`src/rtl/mem_bus_arbiter_if.sv`:
```
// mem_bus_arbiter_if: single-port memory bus between the arbiter (master) and the RAM (slave)
// ram_req_o/ram_we_o/ram_sel_o/ram_addr_o/ram_wdata_o: request fields driven by the master
// ram_rdata_i/ram_ack_i: read data and acknowledge driven by the slave
interface mem_bus_arbiter_if;
   logic        ram_req_o;
   logic        ram_we_o;
   logic [3:0]  ram_sel_o;
   logic [31:0] ram_addr_o;
   logic [31:0] ram_wdata_o;
   logic [31:0] ram_rdata_i;
   logic        ram_ack_i;
   modport master(output ram_req_o, ram_we_o, ram_sel_o, ram_addr_o, ram_wdata_o, input ram_rdata_i, ram_ack_i);
   modport slave(input ram_req_o, ram_we_o, ram_sel_o, ram_addr_o, ram_wdata_o, output ram_rdata_i, ram_ack_i);
endinterface

```
`src/rtl/mem_bus_arbiter.sv`:
```
// mem_bus_arbiter: shares one multi-cycle memory bus between the fetch port and the data port
// clk/rst: clock, synchronous active-high reset
// flush_i/pipe_hold_i: pipeline flush and external hold
// i_*: fetch request and held result; d_*: data request and held result
// stallreq_o: stall to ctrl; bus_err_o: one-cycle pulse on ack timeout; bus: RAM bus master side
module mem_bus_arbiter #(
   parameter int unsigned ACK_TIMEOUT = 255
) (
   input  logic        clk,
   input  logic        rst,
   input  logic        flush_i,
   input  logic        pipe_hold_i,
   input  logic        i_ce_i,
   input  logic [31:0] i_addr_i,
   output logic [31:0] i_data_o,
   output logic        i_done_o,
   input  logic        d_ce_i,
   input  logic        d_we_i,
   input  logic [3:0]  d_sel_i,
   input  logic [31:0] d_addr_i,
   input  logic [31:0] d_wdata_i,
   output logic [31:0] d_rdata_o,
   output logic        d_done_o,
   output logic        stallreq_o,
   output logic        bus_err_o,
   mem_bus_arbiter_if.master bus
);
   typedef enum logic [1:0] {IDLE, DATA, INST} state_t;
   state_t state, state_n;
   logic req_n, we_n, drop, drop_n, i_done_n, d_done_n, err_n;
   logic busy, ack, tmo, keep, clr;
   logic [3:0] sel_n;
   logic [31:0] addr_n, wdata_n, cnt, cnt_n, i_data_n, d_rdata_n;
   assign stallreq_o = (d_ce_i & ~d_done_o) | (i_ce_i & ~i_done_o);
   always_comb begin
      busy = state != IDLE;
      ack = busy & bus.ram_ack_i;
      tmo = busy & ~bus.ram_ack_i & (ACK_TIMEOUT != 0) & (cnt == ACK_TIMEOUT - 1);
      // a flush on the completing edge discards the result just like an earlier one
      keep = ~(drop | flush_i);
      clr = flush_i | (~stallreq_o & ~pipe_hold_i);
      state_n = state;
      req_n = bus.ram_req_o;
      we_n = bus.ram_we_o;
      sel_n = bus.ram_sel_o;
      addr_n = bus.ram_addr_o;
      wdata_n = bus.ram_wdata_o;
      cnt_n = busy ? cnt + 32'd1 : 32'd0;
      drop_n = busy & (drop | flush_i);
      err_n = tmo;
      i_done_n = i_done_o & ~clr;
      d_done_n = d_done_o & ~clr;
      i_data_n = i_data_o;
      d_rdata_n = d_rdata_o;
      if (ack | tmo) begin
         state_n = IDLE;
         req_n = 1'b0;
         cnt_n = 32'd0;
         drop_n = 1'b0;
         if (keep && state == DATA) begin
            d_done_n = 1'b1;
            d_rdata_n = ack ? bus.ram_rdata_i : 32'd0;
         end
         if (keep && state == INST) begin
            i_done_n = 1'b1;
            i_data_n = ack ? bus.ram_rdata_i : 32'd0;
         end
      end else if (!busy && !flush_i && d_ce_i && !d_done_o) begin
         state_n = DATA;
         req_n = 1'b1;
         we_n = d_we_i;
         sel_n = d_sel_i;
         addr_n = d_addr_i;
         wdata_n = d_wdata_i;
      end else if (!busy && !flush_i && i_ce_i && !i_done_o) begin
         state_n = INST;
         req_n = 1'b1;
         we_n = 1'b0;
         sel_n = 4'b1111;
         addr_n = i_addr_i;
      end
   end
   always_ff @(posedge clk) begin
      if (rst) begin
         state <= IDLE;
         bus.ram_req_o <= 1'b0;
         bus.ram_we_o <= 1'b0;
         bus.ram_sel_o <= 4'd0;
         bus.ram_addr_o <= 32'd0;
         bus.ram_wdata_o <= 32'd0;
         cnt <= 32'd0;
         drop <= 1'b0;
         bus_err_o <= 1'b0;
         i_done_o <= 1'b0;
         d_done_o <= 1'b0;
         i_data_o <= 32'd0;
         d_rdata_o <= 32'd0;
      end else begin
         state <= state_n;
         bus.ram_req_o <= req_n;
         bus.ram_we_o <= we_n;
         bus.ram_sel_o <= sel_n;
         bus.ram_addr_o <= addr_n;
         bus.ram_wdata_o <= wdata_n;
         cnt <= cnt_n;
         drop <= drop_n;
         bus_err_o <= err_n;
         i_done_o <= i_done_n;
         d_done_o <= d_done_n;
         i_data_o <= i_data_n;
         d_rdata_o <= d_rdata_n;
      end
   end
endmodule

```
`src/flat_wrapper.sv`:
```
// flat-port wrapper written by rule: the top's interface ports become plain ports
module mem_bus_arbiter_flat 
#(
   parameter int unsigned ACK_TIMEOUT = 255
)
  (clk, rst, flush_i, pipe_hold_i, i_ce_i, i_addr_i, i_data_o, i_done_o, d_ce_i, d_we_i, d_sel_i, d_addr_i, d_wdata_i, d_rdata_o, d_done_o, stallreq_o, bus_err_o, bus_ram_req_o, bus_ram_we_o, bus_ram_sel_o, bus_ram_addr_o, bus_ram_wdata_o, bus_ram_rdata_i, bus_ram_ack_i);
  mem_bus_arbiter_if bus_i ();
  input  logic clk;
  input  logic rst;
  input  logic flush_i;
  input  logic pipe_hold_i;
  input  logic i_ce_i;
  input  logic [31:0] i_addr_i;
  output logic [31:0] i_data_o;
  output logic i_done_o;
  input  logic d_ce_i;
  input  logic d_we_i;
  input  logic [3:0] d_sel_i;
  input  logic [31:0] d_addr_i;
  input  logic [31:0] d_wdata_i;
  output logic [31:0] d_rdata_o;
  output logic d_done_o;
  output logic stallreq_o;
  output logic bus_err_o;
  output wire logic [$bits(bus_i.ram_req_o)-1:0] bus_ram_req_o;
  output wire logic [$bits(bus_i.ram_we_o)-1:0] bus_ram_we_o;
  output wire logic [$bits(bus_i.ram_sel_o)-1:0] bus_ram_sel_o;
  output wire logic [$bits(bus_i.ram_addr_o)-1:0] bus_ram_addr_o;
  output wire logic [$bits(bus_i.ram_wdata_o)-1:0] bus_ram_wdata_o;
  input wire logic [$bits(bus_i.ram_rdata_i)-1:0] bus_ram_rdata_i;
  input wire logic [$bits(bus_i.ram_ack_i)-1:0] bus_ram_ack_i;
  assign bus_ram_req_o = bus_i.ram_req_o;
  assign bus_ram_we_o = bus_i.ram_we_o;
  assign bus_ram_sel_o = bus_i.ram_sel_o;
  assign bus_ram_addr_o = bus_i.ram_addr_o;
  assign bus_ram_wdata_o = bus_i.ram_wdata_o;
  assign bus_i.ram_rdata_i = bus_ram_rdata_i;
  assign bus_i.ram_ack_i = bus_ram_ack_i;
  mem_bus_arbiter #(.ACK_TIMEOUT(ACK_TIMEOUT)) u_core (.clk(clk), .rst(rst), .flush_i(flush_i), .pipe_hold_i(pipe_hold_i), .i_ce_i(i_ce_i), .i_addr_i(i_addr_i), .i_data_o(i_data_o), .i_done_o(i_done_o), .d_ce_i(d_ce_i), .d_we_i(d_we_i), .d_sel_i(d_sel_i), .d_addr_i(d_addr_i), .d_wdata_i(d_wdata_i), .d_rdata_o(d_rdata_o), .d_done_o(d_done_o), .stallreq_o(stallreq_o), .bus_err_o(bus_err_o), .bus(bus_i));
endmodule
```
`config.mk`:
```
export PLATFORM = sky130hd
export DESIGN_NAME = mem_bus_arbiter_flat
export DESIGN_NICKNAME = d
export VERILOG_FILES = /design/src/rtl/mem_bus_arbiter_if.sv /design/src/rtl/mem_bus_arbiter.sv /design/src/flat_wrapper.sv
export SDC_FILE = /design/constraint.sdc
export NUM_CORES = 1
export LEC_CHECK = 0
export BUFFER_PORTS_ARGS = -buffer_cell sky130_fd_sc_hd__buf_4
export CORE_ASPECT_RATIO = 0.5
export CORE_MARGIN = 8
export CORE_UTILIZATION = 45
export CTS_BUF_LIST = sky130_fd_sc_hd__clkbuf_16
export CTS_CLUSTER_DIAMETER = 100
export CTS_CLUSTER_SIZE = 24
export DETAILED_ROUTE_END_ITERATION = 8
export HOLD_SLACK_MARGIN = 0.1
export PLACE_DENSITY = 0.75
export SYNTH_ARGS = -nofsm -noshare
export SYNTH_HDL_FRONTEND = slang
export SYNTH_SLANG_ARGS = --single-unit
export TNS_END_PERCENT = 100
```
`constraint.sdc`:
```
create_clock -name clk -period 1.8 [get_ports clk]
set_input_delay 0.09 -clock clk [delete_from_list [all_inputs] [get_ports clk]]
set_output_delay 0.09 -clock clk [all_outputs]
set_load 0.02 [all_outputs]
```
* After elaboration in Yosys (flattened, before gate mapping)
Index checks and enable logic that the tools add are counted.
Word-level totals: bits of input ports 140, bits in latches 0, output and inout bits 138, memories kept 0, memory bits (writable) 0, memory bits (read-only) 0, flip-flop bits (word level) 172
Cells by class: bitwise operators 22, multipliers 0, add/subtract/negate cells 1, shift operators 0, equality and inequality tests 3, magnitude comparators 0, mux-type cells 15, div/mod/pow operators 0, reduce and logical (&&, ||, !) cells 20
Operators with widths (number):
- 32-bit 2-to-1 mux | 3
- 32-bit by 1-bit adder with 32-bit output, second input constant | 1
- 32-bit by 8-bit equality test with 1-bit output, second input constant | 1
- 1-bit 2-to-1 mux | 10
- 1-bit bitwise AND | 9
- 1-bit NOT | 9
- 4-bit 2-to-1 mux | 2
- 2-bit AND reduction | 4
- 1-bit logical AND | 7
- 3-bit OR reduction | 2
- 1-bit logical NOT | 4
- 1-bit OR | 4
- 2-bit nonzero test | 2
- 2-bit by 1-bit equality test with 1-bit output, second input constant | 1
- 2-bit equality test, second input constant | 1
- 2-bit OR reduction | 1

* Longest topological paths before layout
Gate-level depths: netlist of run 1.
word-level depth 10, mapped depth 9

* Least setup slack after synthesis of run 1
Ideal clock, no wire load.
path kind reg2reg, start reg u_core.cnt[0], end reg u_core.i_data_o[0], arrival time 1.546 ns, cell stages (with the launch flop) 10, setup time 0.132 ns, setup slack 0.122 ns, data required time 1.668 ns, cell sequence dfxtp_1 inv_1 ha_1 nor4b_1 and4_4 a31oi_4 buf_6 buf_6 o21ai_1 a21oi_1
On the way: cells in the longest elaborated chain, start to end 4
RTL lines:
- from (decl) | line mem_bus_arbiter.sv:33 | logic [31:0] addr_n, wdata_n, cnt, cnt_n, i_data_n, d_rdata_n;
- from (signal assigned) | line mem_bus_arbiter.sv:105 | cnt <= cnt_n;
- 32-bit by 8-bit equality test with 1-bit output | line mem_bus_arbiter.sv:38 | tmo = busy & ~bus.ram_ack_i & (ACK_TIMEOUT != 0) & (cnt == ACK_TIMEOUT - 1);
- 1-bit bitwise AND | line mem_bus_arbiter.sv:38
- 1-bit OR | line mem_bus_arbiter.sv:55 | if (ack | tmo) begin
- 2-bit AND reduction (no source line)
- to (signal assigned) | line mem_bus_arbiter.sv:110 | i_data_o <= i_data_n;
- to (decl) | line mem_bus_arbiter.sv:15 | output logic [31:0] i_data_o,
No other way between the ends. A chain may end at the register's enable or synchronous reset.

* Worst setup path in the final report of run 1
start reg u_core.cnt[17], end reg u_core.d_rdata_o[20]
On the way: cells in the longest elaborated chain, start to end 4
RTL lines:
- 32-bit by 8-bit equality test with 1-bit output | line mem_bus_arbiter.sv:38
- 1-bit bitwise AND | line mem_bus_arbiter.sv:38
- 1-bit OR | line mem_bus_arbiter.sv:55
- 2-bit AND reduction (no source line)
- to (signal assigned) | line mem_bus_arbiter.sv:111 | d_rdata_o <= d_rdata_n;
- to (decl) | line mem_bus_arbiter.sv:22 | output logic [31:0] d_rdata_o,
No other way between the ends.

==> results.md, run 1 <==
- Outcome: complete, but fails checks
- Violated checks: negative setup slack
- RR Startpoint: u_core.cnt[17]
- CTS Root Cell: clkbuf_16
- Detail Route Antenna Nets: 0
- Clk Latency, worst-skew pair: around 420 ps
- Core area: about 15000 um^2
- Asr flop ratio synth: 0%
- Max Root-Sink Buffers: 2
- Setup-failing EPs final: 1
- Avg Vias per Cell: approximately 5.5
- Setup Crit Path Kind: reg -> reg
- Largest family of logic cells by synthesized area: simple AND/OR/NAND/NOR gates
- Syn_nets: ~990
- CTS H-tree depth: 4
- Hold Path Depth: 3
- Count of different cell masters after synthesis: 39
- # port buffers: approximately 280
- Post-Route Utilization: slightly below 80%
- Compound-Gate Fraction of Synth Area: around 17%
- FMAX: roughly 550 MHz
- Pin count of the biggest net entering global routing: 73
- EDFF count, synth: 0
- Post-Syn Area per Cell: around 8.3 um^2
- CTS Sinks: roughly 170
- First-pass GRT wire length: 40800 um
- Nets@finish: between 1000 and 1500
- Crit-path max FO: 8
- Final hold violations: 0
- GRT met1 Usage: 27.0%
- FF+latch count, synth: roughly 170
- Die height: 104 um
- Wire per inst: about 19 um
- Post-synthesis sequential area ratio: between 40% and 50%
- Area growth syn-to-layout: 70.0%
- Critical Path End Type: flip-flop
- FILL cells: 909
- Worst reg2reg path depth: 8
- Iter 0 DRT Violations: between 600 and 700
- Max-slew violations: 0
- Syn Std Cell Area: approximately 7000 um^2
- Total Wirelength: between 20000 and 30000 um
- Max_cap viols: 0
- Startpoint types: flip-flop
- FF-to-FF setup slack: -10 ps
- Hold EP: u_core.bus.ram_wdata_o[30]
- Cells after Synth: approximately 840
- # rows: 32
- Global routing usage on met2: ~44%
- TritonCTS clock tree: done
- Synth Area in XOR/XNOR: under 10%
- Design Area, Final: around 12000 um^2
- Static leakage: between 4 and 5 nW
- Setup ws final: -13.5 ps
- HP Start: rst
- Total clock buffers created by CTS: 17
- Grt met3 use: 5.49%
- Mux share of post-synthesis cell area: 0%
- Synth Area in Simple Gates: between 20% and 30%
- Die area: ~20000 um^2
- Ys Warns: 0
- Crit Reg-Reg Endpoint: u_core.d_rdata_o[20]
- Post-DP HPWL: about 16000 um
- Max VDD drop: between 600 and 700 uV
- Min Clock Period, post-route: between 1500 and 2000 ps
- Hold Path Class: in -> reg
- Cells after DPL: around 1300
- Clk slew on worst S/H paths: 80 ps
- Starting Density: 45.7%
- Worst-Margin Slew: between 800 and 900 ps
- Initial antenna violation count: 1
- GRT busiest layer: met2
- # DRC: 0
- DR pass1 iterations: 5
- Worst slew margin: 40.7%
- RSZ-0062 raised after global routing: true
- Die W: approximately 190 um
- Placed inst area: 9420 um^2
- CP required: 2090 ps
- Crit path DAT: approximately 2100 ps
- Fraction of layout cells with a size suffix above 1: between 30% and 40%
- Final cell count without fillers: 1480
- Gr usage total: about a quarter
- Post-Synth Adder-Cell Area: less than 1%
- Grt ovf: 0
- Clock skew: 14.1 ps
- Ys flop type: dfxtp_1
- Placer Congestion: approximately 0.84
- Final Hold Slack: approximately 120 ps
- Cell Pwr Density: slightly below 800 nW/um^2
- Vias in the first global route: ~7900
- Via count of the routed design: 8165
- Ports: ~280
- Crit share post-route: 101%
==> layer usage <==
metal  share of wire, %  vias up
met5                  0        -
met4                4.8        0
met3                8.1      107
met2                 50      427
met1                 37     3840
li1                   -     3791
==> Yosys cell counts (2+ instances only) <==
library cell / n / area [um^2]
xor2_1: 25 / 219
and4_1: 6 / 52.6
clkbuf_1: 40 / 150
a311oi_1: 32 / 280
xnor2_1: 5 / 43.8
buf_2: 15 / 75.1
inv_1: 2 / 7.51
buf_6: 7 / 78.8
buf_4: 4 / 30.0
o21ai_1: 40 / 200
nand3_1: 80 / 400
o21ai_0: 28 / 140
ha_1: 2 / 25.0
nand3b_1: 3 / 22.5
clkbuf_2: 3 / 15.0
nor4_1: 11 / 68.8
o22ai_1: 4 / 25.0
nor2_1: 77 / 289
and3_1: 8 / 50.1
buf_1: 2 / 7.51
nor4b_2: 3 / 45.0
dfxtp_1: 172 / 3440
nand4_1: 11 / 68.8
nor3_1: 3 / 15.0
nand2_1: 139 / 522
nor4b_1: 3 / 26.3
and2_1: 4 / 25.0
nor2b_1: 6 / 37.5
a21oi_1: 98 / 490
==> layout by cell type (no fill, tap or decap), types with 6 or more instances in the layout <==
master / synthesis / routed
a21oi_1: 98 / 93
a311oi_1: 32 / 32
and3_1: 8 / 8
buf_12: 0 / 12
buf_4: 4 / 314
clkbuf_16: 0 / 21
dfxtp_1: 172 / 170
dlygate4sd3_1: 0 / 137
inv_6: 0 / 6
nand2_1: 139 / 138
nand3_1: 80 / 80
nand4_1: 11 / 11
nor2_1: 77 / 77
nor4_1: 11 / 9
o21ai_1: 40 / 27
o21ai_2: 0 / 32
o21ai_4: 0 / 6
xor2_1: 25 / 25
==> registers in the layout (all words and copies together) (netlist names) <==
name                    flops
u_core.i_data_o            32
u_core.bus.ram_wdata_o     32
u_core.d_done_o             1
u_core.bus.ram_addr_o      32
u_core.drop                 1
u_core.bus.ram_sel_o        4
u_core.bus_err_o            1
u_core.i_done_o             1
u_core.cnt                 32
u_core.bus.ram_we_o         1
u_core.bus.ram_req_o        1
u_core.d_rdata_o           32
u_core.state                2
==> where the power goes <==
part / switching (mW) / internal (mW)
sequential: 0.0903 / 3.95
combinational: 0.875 / 0.822
clock: 1.71 / 1.96
==> critical path, stage by stage (launching register included) <==
cell and delay, ps:
dfxtp_2 340, nor4_4 260, buf_4 150, and4_4 230, a31oi_4 100, buf_12 160
clkbuf_16 170, o21ai_4 170, a21oi_1 100
==> cell type report <==
type | count | area [um^2] | area share (%)
Clock inverter | 15 | 151 | 1.28
Clock buffer | 17 | 425 | 3.59
Inverter | 2 | 7.51 | 0.0634
Tap cell | 204 | 255 | 2.16
Antenna cell | 2 | 5.00 | 0.0423
Sequential cell | 172 | 3450 | 29.1
Timing Repair Buffer | 470 | 4100 | 34.6
Multi-Input combinational cell | 598 | 3450 | 29.1
==> kinds of logic (layout without fill, tap and decap cells) <==
kind of cell | Yosys count | after routing
buffers and inverters | 73 | 504
xor gates and xnor gates | 30 | 30
adders and majority gates | 2 | 2
and+or+nand+nor | 361 | 361
DFF | 172 | 172
other | 0 | 2
AOI/OAI and AO/OA | 205 | 205
==> timing repair <==
action / CTS / global route
gates cloned: 0 / 8
setup endpoints to repair: 75 / 129
pin swaps: 2 / 32
endpoints found under the hold margin: 137 / 0
resized for setup: 9 / 83
setup buffers: 0 / 4
hold buffers: 137 / 0
==> worst max-delay path by stage <==
stage                     slack [ps]                    to           start  cells past startpoint
after floorplan                  120    u_core.i_data_o[0]   u_core.cnt[0]                      9
after global placement            70       u_core.d_done_o   u_core.cnt[0]                      8
after detailed placement         -40   u_core.d_rdata_o[4]   u_core.cnt[0]                      8
after CTS                         -3  u_core.d_rdata_o[11]   u_core.cnt[0]                      8
after global routing             -80  u_core.d_rdata_o[20]  u_core.cnt[17]                      8
final                            -10  u_core.d_rdata_o[20]  u_core.cnt[17]                      8
==> metrics by stage <==
| stage | setup TNS [ps] | setup WS, ps | total power, mW |
|---|---|---|---|
| after global placement | 0 | 70.0 | 5.38 |
| after CTS | -3.96 | -2.79 | 9.28 |
| after detailed placement | -90.6 | -42.8 | 5.40 |
| final | -13.5 | -13.5 | 9.41 |
| after floorplan | 0 | 122 | 4.76 |
| after global routing | -1100 | -83.3 | 9.74 |
Power figures use the tool's default switching activity.
==> inputs of run 2 (changes only) <==
==> constraint.sdc (replaced) <==
create_clock -name clk -period 1.8 [get_ports clk]
set_input_delay 0.36 -clock clk [delete_from_list [all_inputs] [get_ports clk]]
set_output_delay 0.36 -clock clk [all_outputs]
set_load 0.02 [all_outputs]
==> run 2 against run 1 <==
Effect of this change: the run now ends clean; global-route usage shrank 3.5 points; final cell count shrank 9.9%; power shrank 1.9%; critical path type unchanged.
==> results.md, run 2 (same netlist as run 1, synthesis figures left out) <==
- Clock power share: a little over two fifths
- Ports: about 280
- Hold-fix buffers, CTS: 0
- Gr usage total: a little over a fifth
- Worst-Margin Slew: around 650 ps
- Wire per inst: 17.5 um
- CTS Root Cell: clkbuf_16
- Fraction of layout cells with a size suffix above 1: 35.3%
- Area growth syn-to-layout: 47.4%
- Hold Path Class: in -> reg
- Crit path launch: u_core.cnt[0]
- Die height: between 100 and 150 um
- FMAX: ~570 MHz
- Initial antenna violation count: 0
- Total clock buffers created by CTS: 17
- Nets@finish: around 1300
- Crit-path max FO: 9
- NetSw: around 2.5 mW
- CTS Sinks: 172
- Switch share: a little over a quarter
- Design Area, Final: slightly above 10000 um^2
- Sequential Power Share: ~44%
- Worst slew margin: around 56%
- TritonCTS clock tree: done
- Placed inst area: 9410 um^2
- Ant. Diodes: 0
- # port buffers: ~280
- Final Hold Slack: ~180 ps
- Die area: roughly 20000 um^2
- Outcome: complete, no violations
- CTS H-tree depth: 4
- Starting Density: roughly 46%
- Via count of the routed design: 7123
- Clock skew: about 17 ps
- Static leakage: between 4 and 5 nW
- Avg Vias per Cell: approximately 5.3
- Max VDD drop: ~710 uV
- Total Wirelength: around 23000 um
- Final hold violations: 0
- Clk Latency, worst-skew pair: around 420 ps
- Startpoint types: flip-flop
- Pin count of the biggest net entering global routing: 69
- Min Clock Period, post-route: roughly 1800 ps
- Post-DP HPWL: 15700 um
- Crit path DAT: about 2000 ps
- HP Start: d_wdata_i[20]
- Leading cell type in the layout, fill and taps excluded: buf_4
- Commonest cells after routing, fill and taps aside: buf_4 (309), dfxtp_1 (169), nand2_1 (138)
- Placer Congestion: approximately 0.8
- RR Startpoint: u_core.cnt[0]
- # rows: 32
- Vias in the first global route: roughly 6800
- Max-slew violations: 0
- Core area: 15300 um^2
- # DRC: 0
- Iter 0 DRT Violations: about 520
- Detail Route Antenna Nets: 0
- Grt ovf: 0
- Setup-failing EPs final: 0
- Crit share post-route: between 90% and 100%
- Post-Route Utilization: roughly two thirds
- First-pass GRT wire length: approximately 35000 um
- DR pass1 iterations: 7
- Max_cap viols: 0
- Clk slew on worst S/H paths: roughly 80 ps
- Cell Pwr Density: 899 nW/um^2
- Max Root-Sink Buffers: 2
- CP required: around 2100 ps
- Die W: roughly 190 um
- RSZ-0062 raised after global routing: true
- P_int: 6.69 mW
- Setup Crit Path Kind: reg -> reg
- Combinational power share: 14.6%
- Critical Path End Type: flip-flop
run 2: cell types whose count changed in the layout (fill, tap and decap cells not counted), moves of 3 or more:
cell and change:
dlygate4sd3_1 -137, o21ai_2 -14, a21oi_2 -4, a21oi_1 +4, inv_8 +3, o21ai_1 +16
o21ai_4 -4, clkinvlp_4 -3, buf_4 -5
run 2: final cells by class:
class | instances | area, um^2
timing repair buffer | 325 | 2620
inverter | 2 | 7.51
fill | 1252 | 4980
tap | 204 | 255
sequential | 172 | 3450
clock buffer | 17 | 425
multi-input combinational | 598 | 3320
clock inverter | 15 | 195
run 2: through the flow:
| step | TNS [ps] | worst slack [ps] | total power, mW | std cells |
|---|---|---|---|---|
| 4_1_cts | 0 | 33.4 | 9.24 | 1327 |
| 6_report | 0 | 44.8 | 9.23 | 1333 |
| 5_1_grt | -279 | -23.3 | 9.56 | 1333 |
| 3_3_place_gp | 0 | 63.2 | 5.37 | 1295 |
| 2_1_floorplan | 0 | 122 | 4.76 | 843 |
| 3_5_place_dp | 0 | 16.8 | 5.40 | 1295 |
run 2: power groups by stage:
| stage | Combinational [mW] | Clock, mW | Sequential [mW] |
|---|---|---|---|
| detailed placement | 1.28 | 0 | 4.12 |
| global route | 1.44 | 4.07 | 4.05 |
| CTS | 1.29 | 3.92 | 4.03 |
| finish | 1.35 | 3.85 | 4.03 |
| global placement | 1.26 | 0 | 4.11 |
| floorplan | 0.472 | 0 | 4.28 |
run 2: path summary, 6_finish.rpt:
| path | to | depth (start not counted) | slack, ps |
|---|---|---|---|
| worst max-delay path | u_core.d_rdata_o[23] | 9 | 40 |
| worst min-delay path | u_core.bus.ram_wdata_o[20] | 3 | 180 |
| worst max register to register | u_core.d_rdata_o[23] | 9 | 40 |
| worst min register to register | u_core.bus.ram_wdata_o[8] | 2 | 460 |
run 2: worst max-delay path, cell delays in order, from the launching register on:
cell and delay (ps):
dfxtp_2 330, inv_2 40, ha_2 170, nor4b_4 180
and4_4 260, a31oi_4 90, buf_12 160, clkbuf_16 170
o21ai_0 170, a21oi_1 80
run 2: timing repair:
| item | CTS | global route |
|---|---|---|
| buffers inserted | 0 | 1 |
| setup endpoints to repair | 4 | 99 |
| gates resized for setup | 4 | 54 |
| gates cloned | 0 | 5 |
| pin swaps | 0 | 8 |
run 2: per-layer routing:
| metal | global-route usage [%] | up-vias | part of all wire (%) |
|---|---|---|---|
| li1 | - | 3491 | - |
| met1 | 25.1 | 3352 | 40 |
| met2 | 37.4 | 241 | 51 |
| met3 | 4.48 | 39 | 6.6 |
| met4 | 7.81 | 0 | 2.4 |
| met5 | 0 | - | 0 |
